**config.mk**
```make
export PLATFORM = sky130hd
export DESIGN_NAME = seg7_msg_sequencer_flat
export DESIGN_NICKNAME = d
export VERILOG_FILES = /design/src/rtl/seg7_msg_sequencer_if.sv /design/src/rtl/seg7_msg_sequencer.sv /design/src/flat_wrapper.sv
export SDC_FILE = /design/constraint.sdc
export NUM_CORES = 1
export LEC_CHECK = 0
export ABC_AREA = 1
export CAP_MARGIN = 10
export CORE_UTILIZATION = 45
export CTS_BUF_LIST = sky130_fd_sc_hd__clkbuf_8
export DETAILED_ROUTE_END_ITERATION = 10
export GPL_ROUTABILITY_DRIVEN = 0
export REMOVE_ABC_BUFFERS = 1
export SYNTH_ARGS = -nofsm -noshare
export SYNTH_HDL_FRONTEND = slang
export SYNTH_SLANG_ARGS = --single-unit
```
**constraint.sdc**
```tcl
create_clock -name clk -period 2.8 [get_ports clk]
set_input_delay 0.7 -clock clk [delete_from_list [all_inputs] [get_ports clk]]
set_output_delay 0.7 -clock clk [all_outputs]
set_load 0.03 [all_outputs]
```
**src/rtl/seg7_msg_sequencer_if.sv**
```systemverilog
// seg7_msg_sequencer_if
// Control and status bundle between a top-level controller and the
// "JOSE SAUL" 7-segment message sequencer. The controller (master) drives
// start/stop/loop_en. The sequencer (slave) returns the letter code and status.
interface seg7_msg_sequencer_if;
  logic       start;
  logic       stop;
  logic       loop_en;
  logic [3:0] digit;
  logic [3:0] pos;
  logic       busy;
  logic       done;

  modport master (
    output start,
    output stop,
    output loop_en,
    input  digit,
    input  pos,
    input  busy,
    input  done
  );

  modport slave (
    input  start,
    input  stop,
    input  loop_en,
    output digit,
    output pos,
    output busy,
    output done
  );
endinterface

```
**src/rtl/seg7_msg_sequencer.sv**
```systemverilog
// seg7_msg_sequencer
// Steps the 4-bit letter code fed to the 7-segment letter decoder through the
// message J O S E _ S A U L _ . Each position is held for TICK_DIV clocks.
// Playback runs either once or in a loop. It has start/stop control and
// busy/done status outputs.
//
// Optional build macro SEQ_BLINK_EN:
//   When defined, the letter is blanked for the second half of each hold
//   period (prescaler >= TICK_DIV/2). This separates repeated letters on the
//   display. Position, busy and done timing are unaffected.
module seg7_msg_sequencer #(
  parameter int TICK_DIV = 1000000,
  parameter int DIV_W    = 24
) (
  input  logic                 clk,
  input  logic                 rst,
  seg7_msg_sequencer_if.slave  bus
);

  localparam logic [3:0]       LAST_POS  = 4'd9;
  localparam logic [DIV_W-1:0] TICK_LAST = DIV_W'(TICK_DIV - 1);
`ifdef SEQ_BLINK_EN
  localparam logic [DIV_W-1:0] BLINK_AT  = DIV_W'(TICK_DIV / 2);
`endif

  typedef enum logic {
    IDLE = 1'b0,
    SHOW = 1'b1
  } state_t;

  state_t           state_q, state_d;
  logic [DIV_W-1:0] prescaler_q, prescaler_d;
  logic [3:0]       pos_q, pos_d;
  logic [3:0]       digit_q, digit_d;
  logic             busy_q, busy_d;
  logic             done_q, done_d;

  logic             terminalTick;
  logic             lastPos;
  logic             blankNow;

  // Message ROM: position -> decoder code (0 = blank, 1..8 = J O S E S A U L).
  function automatic logic [3:0] romCode(input logic [3:0] idx);
    logic [3:0] code;
    case (idx)
      4'd0:    code = 4'd1;
      4'd1:    code = 4'd2;
      4'd2:    code = 4'd3;
      4'd3:    code = 4'd4;
      4'd4:    code = 4'd0;
      4'd5:    code = 4'd5;
      4'd6:    code = 4'd6;
      4'd7:    code = 4'd7;
      4'd8:    code = 4'd8;
      default: code = 4'd0;
    endcase
    return code;
  endfunction

  assign terminalTick = (prescaler_q == TICK_LAST);
  assign lastPos      = (pos_q == LAST_POS);

  // Blank the letter in the upper half of the hold period when blink is built in.
  always_comb begin
`ifdef SEQ_BLINK_EN
    blankNow = (prescaler_d >= BLINK_AT);
`else
    blankNow = 1'b0;
`endif
  end

  // Next-state logic. stop outranks the terminal tick. start is ignored once showing.
  always_comb begin
    state_d     = state_q;
    prescaler_d = prescaler_q;
    pos_d       = pos_q;
    done_d      = 1'b0;

    unique case (state_q)
      IDLE: begin
        prescaler_d = '0;
        pos_d       = 4'd0;
        if (bus.start && !bus.stop) begin
          state_d = SHOW;
        end
      end

      SHOW: begin
        if (bus.stop) begin
          state_d     = IDLE;
          prescaler_d = '0;
          pos_d       = 4'd0;
        end else if (terminalTick) begin
          prescaler_d = '0;
          if (lastPos) begin
            pos_d = 4'd0;
            if (!bus.loop_en) begin
              state_d = IDLE;
              done_d  = 1'b1;
            end
          end else begin
            pos_d = pos_q + 4'd1;
          end
        end else begin
          prescaler_d = prescaler_q + DIV_W'(1);
        end
      end

      default: begin
        state_d     = IDLE;
        prescaler_d = '0;
        pos_d       = 4'd0;
      end
    endcase
  end

  // Outputs are derived from the next state so they line up with pos in the same cycle.
  always_comb begin
    busy_d  = (state_d == SHOW);
    digit_d = 4'd0;
    if (state_d == SHOW && !blankNow) begin
      digit_d = romCode(pos_d);
    end
  end

  // State and output registers with synchronous reset overriding everything.
  always_ff @(posedge clk) begin
    if (rst) begin
      state_q     <= IDLE;
      prescaler_q <= '0;
      pos_q       <= 4'd0;
      digit_q     <= 4'd0;
      busy_q      <= 1'b0;
      done_q      <= 1'b0;
    end else begin
      state_q     <= state_d;
      prescaler_q <= prescaler_d;
      pos_q       <= pos_d;
      digit_q     <= digit_d;
      busy_q      <= busy_d;
      done_q      <= done_d;
    end
  end

  assign bus.digit = digit_q;
  assign bus.pos   = pos_q;
  assign bus.busy  = busy_q;
  assign bus.done  = done_q;

endmodule

```
**src/flat_wrapper.sv**
```systemverilog
// flat-port wrapper written by rule: the top's interface ports become plain ports
module seg7_msg_sequencer_flat 
#(
  parameter int TICK_DIV = 1000000,
  parameter int DIV_W    = 24
)
  (clk, rst, bus_start, bus_stop, bus_loop_en, bus_digit, bus_pos, bus_busy, bus_done);
  seg7_msg_sequencer_if bus_i ();
  input  logic clk;
  input  logic rst;
  input wire logic [$bits(bus_i.start)-1:0] bus_start;
  input wire logic [$bits(bus_i.stop)-1:0] bus_stop;
  input wire logic [$bits(bus_i.loop_en)-1:0] bus_loop_en;
  output wire logic [$bits(bus_i.digit)-1:0] bus_digit;
  output wire logic [$bits(bus_i.pos)-1:0] bus_pos;
  output wire logic [$bits(bus_i.busy)-1:0] bus_busy;
  output wire logic [$bits(bus_i.done)-1:0] bus_done;
  assign bus_i.start = bus_start;
  assign bus_i.stop = bus_stop;
  assign bus_i.loop_en = bus_loop_en;
  assign bus_digit = bus_i.digit;
  assign bus_pos = bus_i.pos;
  assign bus_busy = bus_i.busy;
  assign bus_done = bus_i.done;
  seg7_msg_sequencer #(.TICK_DIV(TICK_DIV), .DIV_W(DIV_W)) u_core (.clk(clk), .rst(rst), .bus(bus_i));
endmodule
```
==> report_table.html, run 1 <==
<table>
<tr><th>Metric</th><th>Value</th></tr>
<tr><th colspan="2">Timing</th></tr>
<tr><td>Final Setup Violations</td><td>0</td></tr>
<tr><td>Transition time at the pin with the least slew margin</td><td>0.443 ns</td></tr>
<tr><td>Maximum clock frequency</td><td>467 MHz</td></tr>
<tr><td>Pins over their slew limit</td><td>0</td></tr>
<tr><td>Aggregate negative setup slack</td><td>0 ns</td></tr>
<tr><td>Final worst path period share</td><td>0.764</td></tr>
<tr><td>Clock period minus worst slack</td><td>2.14 ns</td></tr>
<tr><td>Setup clock skew after layout</td><td>0.00336 ns</td></tr>
<tr><td>Slew HR</td><td>0.702</td></tr>
<tr><td>Tightest hold margin</td><td>0.445 ns</td></tr>
<tr><td>Final-report hold violation count</td><td>0</td></tr>
<tr><td>RSZ-0062 raised after global routing</td><td>false</td></tr>
<tr><th colspan="2">Floorplan</th></tr>
<tr><td>Die Width</td><td>66.9 µm</td></tr>
<tr><td>FP Rows</td><td>23</td></tr>
<tr><td>Effective utilization at floorplan</td><td>0.470</td></tr>
<tr><td>Area of the core</td><td>4030 µm²</td></tr>
<tr><td>Total Die Area</td><td>4470 µm²</td></tr>
<tr><td>DIE HEIGHT</td><td>66.9 µm</td></tr>
<tr><td>Total I/O pin count</td><td>15</td></tr>
<tr><th colspan="2">Logic synthesis</th></tr>
<tr><td>Post-synth EDFFs</td><td>0</td></tr>
<tr><td>Count of different cell masters after synthesis</td><td>35</td></tr>
<tr><td>Register bit count reported by yosys</td><td>34</td></tr>
<tr><td>Avg Inst Size Synth</td><td>7.07 µm²</td></tr>
<tr><td>Count of synthesis-stage warnings from yosys</td><td>0</td></tr>
<tr><td>Cell area after synthesis</td><td>1890 µm²</td></tr>
<tr><td>Sequential area share after synthesis</td><td>0.359</td></tr>
<tr><td>Post-synth top flop</td><td>sky130_fd_sc_hd__dfxtp_1</td></tr>
<tr><td>Cell count after synthesis</td><td>268</td></tr>
<tr><td>FFs w/ async S/R, synth</td><td>0</td></tr>
<tr><th colspan="2">GRT</th></tr>
<tr><td>Total Routing Usage GR</td><td>0.205</td></tr>
<tr><td>Number of global-route vias before repair</td><td>1612</td></tr>
<tr><td>Gr ovfl total</td><td>0</td></tr>
<tr><td>Largest net degree at the start of global routing</td><td>20</td></tr>
<tr><td>Number of antenna violations at the first check in global routing</td><td>0</td></tr>
<tr><td>Wire length of the first global-routing pass</td><td>6790 µm</td></tr>
<tr><th colspan="2">Clock network</th></tr>
<tr><td>Root Buffer</td><td>sky130_fd_sc_hd__clkbuf_8</td></tr>
<tr><td>Cts bufs inserted</td><td>5</td></tr>
<tr><td>Clock edge transition at the registers on the reported setup and hold paths</td><td>0.07 ns</td></tr>
<tr><td>Number of hold buffers added after cts</td><td>0</td></tr>
<tr><td>Count of H-tree levels built during CTS</td><td>2</td></tr>
<tr><td>Post-CTS sizing</td><td>0</td></tr>
<tr><td>Clock insertion delay at the later pin of the skew report</td><td>0.28 ns</td></tr>
<tr><td>Post-CTS setup buffers</td><td>0</td></tr>
<tr><td>Clock tree from TritonCTS</td><td>done</td></tr>
<tr><td>Number of clock sinks</td><td>34</td></tr>
<tr><td>Max Root-Sink Buffers</td><td>2</td></tr>
<tr><th colspan="2">Power and ir drop</th></tr>
<tr><td>Total power of the final layout</td><td>0.879 mW</td></tr>
<tr><td>PwrDens</td><td>401 nW/µm²</td></tr>
<tr><td>Worst-case vdd ir drop</td><td>0.245 mV</td></tr>
<tr><td>Leakage dissipation</td><td>0.717 nW</td></tr>
<tr><th colspan="2">Place</th></tr>
<tr><td>Estimated wirelength of the detail-placed design</td><td>3100 µm</td></tr>
<tr><td>Cell Count Post-Placement</td><td>332</td></tr>
<tr><td>Port-buffer cells</td><td>14</td></tr>
<tr><th colspan="2">Route</th></tr>
<tr><td>Final routed DRC violation total</td><td>0</td></tr>
<tr><td>Detailed-route via count</td><td>1704</td></tr>
<tr><td>Initial DRC Count</td><td>57</td></tr>
<tr><td>Antenna viol nets, final</td><td>0</td></tr>
<tr><td>TritonRoute pass-1 iters</td><td>4</td></tr>
<tr><td>DRT Wirelength</td><td>3990 µm</td></tr>
<tr><td>Routed wire length per instance</td><td>11.7 µm</td></tr>
<tr><td>Detailed-route vias per instance</td><td>5.01</td></tr>
<tr><th colspan="2">Cells and area</th></tr>
<tr><td>Final cell count without fillers</td><td>340</td></tr>
<tr><td>Proportion of layout cells with a drive suffix above 1</td><td>0.155</td></tr>
<tr><td>Final Net Count</td><td>297</td></tr>
<tr><td>Footprint of the multi-input gates</td><td>1090 µm²</td></tr>
<tr><td>Fillers</td><td>418</td></tr>
<tr><td>Area delta synth-&gt;final</td><td>15.7%</td></tr>
<tr><td>Post-layout utilization of the core</td><td>0.544</td></tr>
<tr><td>Storage element area</td><td>681 µm²</td></tr>
<tr><td>N_diodes</td><td>0</td></tr>
<tr><th colspan="2">Setup path</th></tr>
<tr><td>Worst path bufs/invs</td><td>1</td></tr>
<tr><td>Crit end category</td><td>primary output</td></tr>
<tr><td>WP data required</td><td>2.10 ns</td></tr>
<tr><td>Gate family responsible for the most delay along the worst path</td><td>buffers and inverters</td></tr>
<tr><td>Highest cell delay on the worst timing path</td><td>0.72 ns</td></tr>
<tr><td>Max stage delay cell, worst path</td><td>sky130_fd_sc_hd__clkdlybuf4s50_1</td></tr>
<tr><td>Register-to-register path setup slack</td><td>0.80 ns</td></tr>
<tr><td>Worst endpoint data arrival time</td><td>1.44 ns</td></tr>
<tr><td>Kind of start point of the critical path</td><td>flip-flop</td></tr>
<tr><td>Top fanout value on the critical path</td><td>6</td></tr>
<tr><td>Cell breakdown of the critical path</td><td>clkdlybuf4s50_1</td></tr>
<tr><td>WS Path Type</td><td>flip-flop to primary output</td></tr>
<tr><th colspan="2">Worst hold path</th></tr>
<tr><td>Type of the most critical hold path</td><td>flip-flop to flip-flop</td></tr>
<tr><th colspan="2">Run</th></tr>
<tr><td>Max-cap viol count</td><td>0</td></tr>
<tr><th colspan="2">Outcome</th></tr>
<tr><td>Result of the run</td><td>complete, no violations</td></tr>
</table>
## routing by layer
layer	up-vias	GRT usage	wire length [µm]	part of all wire
met3	9	0.0548	120	0.030
met5	-	0	0	0
li1	911	-	-	-
met2	23	0.364	1910	0.48
met1	761	0.226	1880	0.47
met4	0	0.0878	80	0.020
## per-stage QoR
stage,instance area [µm²],worst slack (ns)
floorplan,1890,0.918
global placement,2100,0.558
detailed placement,2100,0.557
CTS,2190,0.649
global route,2190,0.582
finish,2190,0.660
## flip-flops by register name (all words and copies together) (netlist names)
name,count
u_core.bus.pos,4
u_core.prescaler_q,24
u_core.bus.busy,1
u_core.bus.done,1
u_core.bus.digit,4
## cell usage after synthesis, types with 2 or more instances
| cell type | number | area, µm² |
|---|---|---|
| sky130_fd_sc_hd__clkinv_2 | 2 | 10.0 |
| sky130_fd_sc_hd__nor2_1 | 60 | 225 |
| sky130_fd_sc_hd__or2_2 | 2 | 12.5 |
| sky130_fd_sc_hd__nor3_1 | 5 | 25.0 |
| sky130_fd_sc_hd__inv_1 | 24 | 90.1 |
| sky130_fd_sc_hd__a21oi_1 | 10 | 50.1 |
| sky130_fd_sc_hd__nand2_1 | 44 | 165 |
| sky130_fd_sc_hd__nor3b_1 | 2 | 15.0 |
| sky130_fd_sc_hd__or2_0 | 2 | 12.5 |
| sky130_fd_sc_hd__dfxtp_1 | 34 | 681 |
| sky130_fd_sc_hd__o21ai_1 | 3 | 15.0 |
| sky130_fd_sc_hd__nor2_2 | 6 | 37.5 |
| sky130_fd_sc_hd__nand3_4 | 3 | 52.6 |
| sky130_fd_sc_hd__nand4_1 | 10 | 62.6 |
| sky130_fd_sc_hd__nor2_4 | 4 | 45.0 |
| sky130_fd_sc_hd__nor3_2 | 4 | 40.0 |
| sky130_fd_sc_hd__a31oi_1 | 2 | 12.5 |
| sky130_fd_sc_hd__ha_1 | 3 | 37.5 |
| sky130_fd_sc_hd__inv_2 | 4 | 15.0 |
| sky130_fd_sc_hd__xor2_1 | 5 | 43.8 |
| sky130_fd_sc_hd__o21ai_0 | 4 | 20.0 |
| sky130_fd_sc_hd__nand2_2 | 7 | 43.8 |
| sky130_fd_sc_hd__nand3_1 | 16 | 80.1 |
## power by group
group | switching (mW) | internal [mW]
Sequential | 0.00133 | 0.485
Clock | 0.175 | 0.195
Combinational | 0.0127 | 0.0104
Total | 0.189 | 0.690
## placed cells by master, fill, tap and decap left out, types with 2 or more instances in the layout
cell / count
sky130_fd_sc_hd__nand2_1: 44
sky130_fd_sc_hd__o21ai_0: 4
sky130_fd_sc_hd__nor3_1: 5
sky130_fd_sc_hd__clkbuf_8: 6
sky130_fd_sc_hd__inv_2: 4
sky130_fd_sc_hd__nand3_1: 16
sky130_fd_sc_hd__nand2_2: 7
sky130_fd_sc_hd__inv_1: 25
sky130_fd_sc_hd__nand4_1: 10
sky130_fd_sc_hd__nand3_4: 3
sky130_fd_sc_hd__a31oi_1: 2
sky130_fd_sc_hd__clkdlybuf4s50_1: 14
sky130_fd_sc_hd__nor3_2: 4
sky130_fd_sc_hd__nor2_2: 6
sky130_fd_sc_hd__nor2_4: 4
sky130_fd_sc_hd__nor2_1: 60
sky130_fd_sc_hd__o21ai_1: 3
sky130_fd_sc_hd__ha_1: 3
sky130_fd_sc_hd__xor2_1: 5
sky130_fd_sc_hd__clkinv_2: 3
sky130_fd_sc_hd__a21oi_1: 10
sky130_fd_sc_hd__or2_2: 2
sky130_fd_sc_hd__nor3b_1: 2
sky130_fd_sc_hd__dfxtp_1: 34
sky130_fd_sc_hd__or2_0: 2
## cell type report
type,instances,share of cell area
multi-input cells,203,0.499
flip-flops and latches,34,0.311
repair buffers,15,0.0674
inverters,30,0.0525
clock buffers,6,0.0377
well taps,50,0.0286
clock inverters,2,0.00400
## worst paths after layout
| path | from | to | cells after the start |
|---|---|---|---|
| max reg2reg | u_core.prescaler_q[0]$_SDFF_PP0_ | u_core.bus.digit[1]$_SDFF_PP0_ | 11 |
| max | u_core.bus.pos[1]$_SDFF_PP0_ | bus_pos[1] | 1 |
| min | u_core.prescaler_q[0]$_SDFF_PP0_ | u_core.prescaler_q[0]$_SDFF_PP0_ | 1 |
| min reg2reg | u_core.prescaler_q[0]$_SDFF_PP0_ | u_core.prescaler_q[0]$_SDFF_PP0_ | 1 |
## cell families after synthesis
group / after synthesis / share of synthesized area
buf+inv: 31 / 0.0634
simple gates: 169 / 0.450
fa+ha+maj: 3 / 0.0198
xor+xnor: 6 / 0.0277
compound gates: 25 / 0.0793
flops: 34 / 0.359
No activity file was read; power rests on OpenSTA's default activity.
==> run 2: changes to the inputs <==
--- a/config.mk
+++ b/config.mk
@@ -11,6 +11,7 @@
 export CTS_BUF_LIST = sky130_fd_sc_hd__clkbuf_8
 export DETAILED_ROUTE_END_ITERATION = 10
 export GPL_ROUTABILITY_DRIVEN = 0
+export PLACE_DENSITY = 0.67
 export REMOVE_ABC_BUFFERS = 1
 export SYNTH_ARGS = -nofsm -noshare
 export SYNTH_HDL_FRONTEND = slang
==> constraint.sdc (replaced) <==
create_clock -name clk -period 1.85 [get_ports clk]
set_input_delay 0.4625 -clock clk [delete_from_list [all_inputs] [get_ports clk]]
set_output_delay 0.4625 -clock clk [all_outputs]
set_load 0.03 [all_outputs]
==> run 2 against run 1 <==
Effect of this change:
- total power grew 52%
- setup slack got worse by 0.54 ns
- clock power rose by 51%
- count of clock-buffer cells in the layout did not move
- hold slack better by 0.025 ns
- first-iteration DRC count increased by 42%
- utilization increased by 5.8 points
- sequential power rose by 51%
- combinational power increased by 65%
- via count is 7.1% higher
- highest routed layer unchanged
==> report_table.html, run 2 (synthesized netlist as in run 1, its figures left out) <==
<table>
<tr><th>Metric</th><th>Value</th></tr>
<tr><th colspan="2">Outcome</th></tr>
<tr><td>Result of the run</td><td>complete, no violations</td></tr>
<tr><th colspan="2">Run</th></tr>
<tr><td>Max-cap viol count</td><td>0</td></tr>
<tr><th colspan="2">Route</th></tr>
<tr><td>Detailed-route via count</td><td>1825</td></tr>
<tr><td>Detailed-route vias per instance</td><td>5.04</td></tr>
<tr><td>DRT Wirelength</td><td>4240 µm</td></tr>
<tr><td>Initial DRC Count</td><td>81</td></tr>
<tr><td>Final routed DRC violation total</td><td>0</td></tr>
<tr><td>Antenna viol nets, final</td><td>0</td></tr>
<tr><td>Routed wire length per instance</td><td>11.7 µm</td></tr>
<tr><td>TritonRoute pass-1 iters</td><td>5</td></tr>
<tr><th colspan="2">Cells and area</th></tr>
<tr><td>Most frequent standard cell in the layout excluding fill and tap cells</td><td>sky130_fd_sc_hd__nor2_1</td></tr>
<tr><td>Final Net Count</td><td>319</td></tr>
<tr><td>N_diodes</td><td>0</td></tr>
<tr><td>Biggest register</td><td>u_core.prescaler_q</td></tr>
<tr><td>Number of flip-flops in the largest register</td><td>24</td></tr>
<tr><td>Final instance area</td><td>2420 µm²</td></tr>
<tr><td>Proportion of layout cells with a drive suffix above 1</td><td>0.247</td></tr>
<tr><td>Fillers</td><td>381</td></tr>
<tr><td>Area delta synth-&gt;final</td><td>28.0%</td></tr>
<tr><td>Post-layout utilization of the core</td><td>0.602</td></tr>
<tr><td>Leading cell types in the layout, fill and taps excluded</td><td>57 x sky130_fd_sc_hd__nor2_1, 42 x sky130_fd_sc_hd__nand2_1, 31 x sky130_fd_sc_hd__dfxtp_1</td></tr>
<tr><th colspan="2">Floorplan</th></tr>
<tr><td>Area of the core</td><td>4030 µm²</td></tr>
<tr><td>Effective utilization at floorplan</td><td>0.470</td></tr>
<tr><td>Die Width</td><td>66.9 µm</td></tr>
<tr><td>Total Die Area</td><td>4470 µm²</td></tr>
<tr><td>Total I/O pin count</td><td>15</td></tr>
<tr><td>DIE HEIGHT</td><td>66.9 µm</td></tr>
<tr><td>FP Rows</td><td>23</td></tr>
<tr><th colspan="2">Setup path</th></tr>
<tr><td>Kind of start point of the critical path</td><td>flip-flop</td></tr>
<tr><td>WS Path Type</td><td>flip-flop to flip-flop</td></tr>
<tr><td>Crit end category</td><td>flip-flop</td></tr>
<tr><td>Top fanout value on the critical path</td><td>5</td></tr>
<tr><td>Worst endpoint data arrival time</td><td>1.92 ns</td></tr>
<tr><td>Register-to-register path setup slack</td><td>0.12 ns</td></tr>
<tr><td>WP data required</td><td>2.04 ns</td></tr>
<tr><td>Reg-to-Reg Start</td><td>u_core.prescaler_q[11]$_SDFF_PP0_</td></tr>
<tr><td>Start point of the critical path</td><td>u_core.prescaler_q[11]$_SDFF_PP0_</td></tr>
<tr><th colspan="2">Timing</th></tr>
<tr><td>Final worst path period share</td><td>0.935</td></tr>
<tr><td>Setup clock skew after layout</td><td>0.00885 ns</td></tr>
<tr><td>Final Setup Violations</td><td>0</td></tr>
<tr><td>Final-report hold violation count</td><td>0</td></tr>
<tr><td>Transition time at the pin with the least slew margin</td><td>0.446 ns</td></tr>
<tr><td>Clock period minus worst slack</td><td>1.73 ns</td></tr>
<tr><td>Aggregate negative setup slack</td><td>0 ns</td></tr>
<tr><td>Tightest hold margin</td><td>0.470 ns</td></tr>
<tr><td>Slew HR</td><td>0.701</td></tr>
<tr><td>RSZ-0062 raised after global routing</td><td>true</td></tr>
<tr><td>Pins over their slew limit</td><td>0</td></tr>
<tr><td>Maximum clock frequency</td><td>578 MHz</td></tr>
<tr><th colspan="2">GRT</th></tr>
<tr><td>Total Routing Usage GR</td><td>0.221</td></tr>
<tr><td>Wire length of the first global-routing pass</td><td>7380 µm</td></tr>
<tr><td>Number of global-route vias before repair</td><td>1770</td></tr>
<tr><td>Largest net degree at the start of global routing</td><td>16</td></tr>
<tr><td>Gr ovfl total</td><td>0</td></tr>
<tr><td>Number of antenna violations at the first check in global routing</td><td>0</td></tr>
<tr><th colspan="2">Place</th></tr>
<tr><td>Estimated wirelength of the detail-placed design</td><td>3220 µm</td></tr>
<tr><td>Port-buffer cells</td><td>14</td></tr>
<tr><td>Dpl cell area</td><td>2240 µm²</td></tr>
<tr><th colspan="2">Clock network</th></tr>
<tr><td>Count of H-tree levels built during CTS</td><td>2</td></tr>
<tr><td>Max Root-Sink Buffers</td><td>2</td></tr>
<tr><td>Cts bufs inserted</td><td>5</td></tr>
<tr><td>Number of hold buffers added after cts</td><td>0</td></tr>
<tr><td>Clock tree from TritonCTS</td><td>done</td></tr>
<tr><td>Root Buffer</td><td>sky130_fd_sc_hd__clkbuf_8</td></tr>
<tr><td>Clock edge transition at the registers on the reported setup and hold paths</td><td>0.07 ns</td></tr>
<tr><td>Clock insertion delay at the later pin of the skew report</td><td>0.29 ns</td></tr>
<tr><td>Number of clock sinks</td><td>34</td></tr>
<tr><th colspan="2">Power and ir drop</th></tr>
<tr><td>PwrDens</td><td>549 nW/µm²</td></tr>
<tr><td>Leakage dissipation</td><td>0.857 nW</td></tr>
<tr><td>Worst-case vdd ir drop</td><td>0.459 mV</td></tr>
<tr><th colspan="2">Worst hold path</th></tr>
<tr><td>Worst hold path startpoint</td><td>u_core.prescaler_q[0]$_SDFF_PP0_</td></tr>
<tr><td>Type of the most critical hold path</td><td>flip-flop to flip-flop</td></tr>
</table>
-- run 2: cell count changes in the layout (fill, tap and decap cells not counted), moves of 2 or more --
cell                              delta
sky130_fd_sc_hd__clkdlybuf4s50_1     -5
sky130_fd_sc_hd__nor2_4              +5
sky130_fd_sc_hd__dfxtp_1             -3
sky130_fd_sc_hd__nand2_1             -2
sky130_fd_sc_hd__buf_4              +22
sky130_fd_sc_hd__nor2_2              -2
sky130_fd_sc_hd__dlygate4sd2_1       +5
sky130_fd_sc_hd__nand2_2             +2
sky130_fd_sc_hd__nor2_1              -3
sky130_fd_sc_hd__dfxtp_2             +3
-- run 2: cell type report --
cell class / instances / area, µm² / area share
clock buffers: 6 / 82.6 / 0.0341
clock inverters: 2 / 8.76 / 0.00361
inverters: 30 / 115 / 0.0475
multi-input cells: 203 / 1160 / 0.480
flip-flops and latches: 34 / 684 / 0.282
well taps: 50 / 62.6 / 0.0258
repair buffers: 37 / 307 / 0.126
-- run 2: worst max-delay path, cell delays in order, from the launching register on --
cell and delay (ns):
sky130_fd_sc_hd__dfxtp_1 0.34, sky130_fd_sc_hd__inv_1 0.14, sky130_fd_sc_hd__nand3_1 0.15, sky130_fd_sc_hd__nor2_4 0.19, sky130_fd_sc_hd__nand4_4 0.13, sky130_fd_sc_hd__a31oi_2 0.23
sky130_fd_sc_hd__ha_1 0.25, sky130_fd_sc_hd__inv_1 0.05, sky130_fd_sc_hd__nand2_1 0.04, sky130_fd_sc_hd__nand2_1 0.07, sky130_fd_sc_hd__nor2_1 0.04
-- run 2: what timing repair did --
item / 4_1_cts / 5_1_grt
gates resized for setup: 5 / 18
setup endpoints to repair: 5 / 4
buffers inserted: 0 / 3
pin swaps: 0 / 7
endpoints found under the hold margin: 0 / 0
-- run 2: layer usage --
| layer | global-route usage | routed length [µm] |
|---|---|---|
| met4 | 0.0851 | 68 |
| met1 | 0.248 | 1910 |
| met2 | 0.393 | 2120 |
| met3 | 0.0582 | 145 |
| met5 | 0 | 0 |
-- run 2: where the power goes --
| part | switching, mW | total (mW) | internal, mW |
|---|---|---|---|
| clock | 0.263 | 0.558 | 0.294 |
| combinational | 0.0199 | 0.0382 | 0.0183 |
| sequential | 0.00212 | 0.736 | 0.734 |
| total | 0.285 | 1.33 | 1.05 |
-- run 2: path summary, 6_finish.rpt --
path                                                    endpoint  cells past startpoint
worst max-delay path              u_core.bus.digit[1]$_SDFF_PP0_                     10
worst min register to register  u_core.prescaler_q[0]$_SDFF_PP0_                      1
worst max register to register    u_core.bus.digit[1]$_SDFF_PP0_                     10
worst min-delay path            u_core.prescaler_q[0]$_SDFF_PP0_                      1
-- run 2: metrics by stage --
step	instances	power (mW)	worst slack, ns
after floorplan	267	0.770	-0.00734
after global placement	351	0.792	-0.117
after detailed placement	351	0.792	-0.125
after CTS	359	1.36	0.0174
after global routing	362	1.39	-0.0196
final	362	1.33	0.120
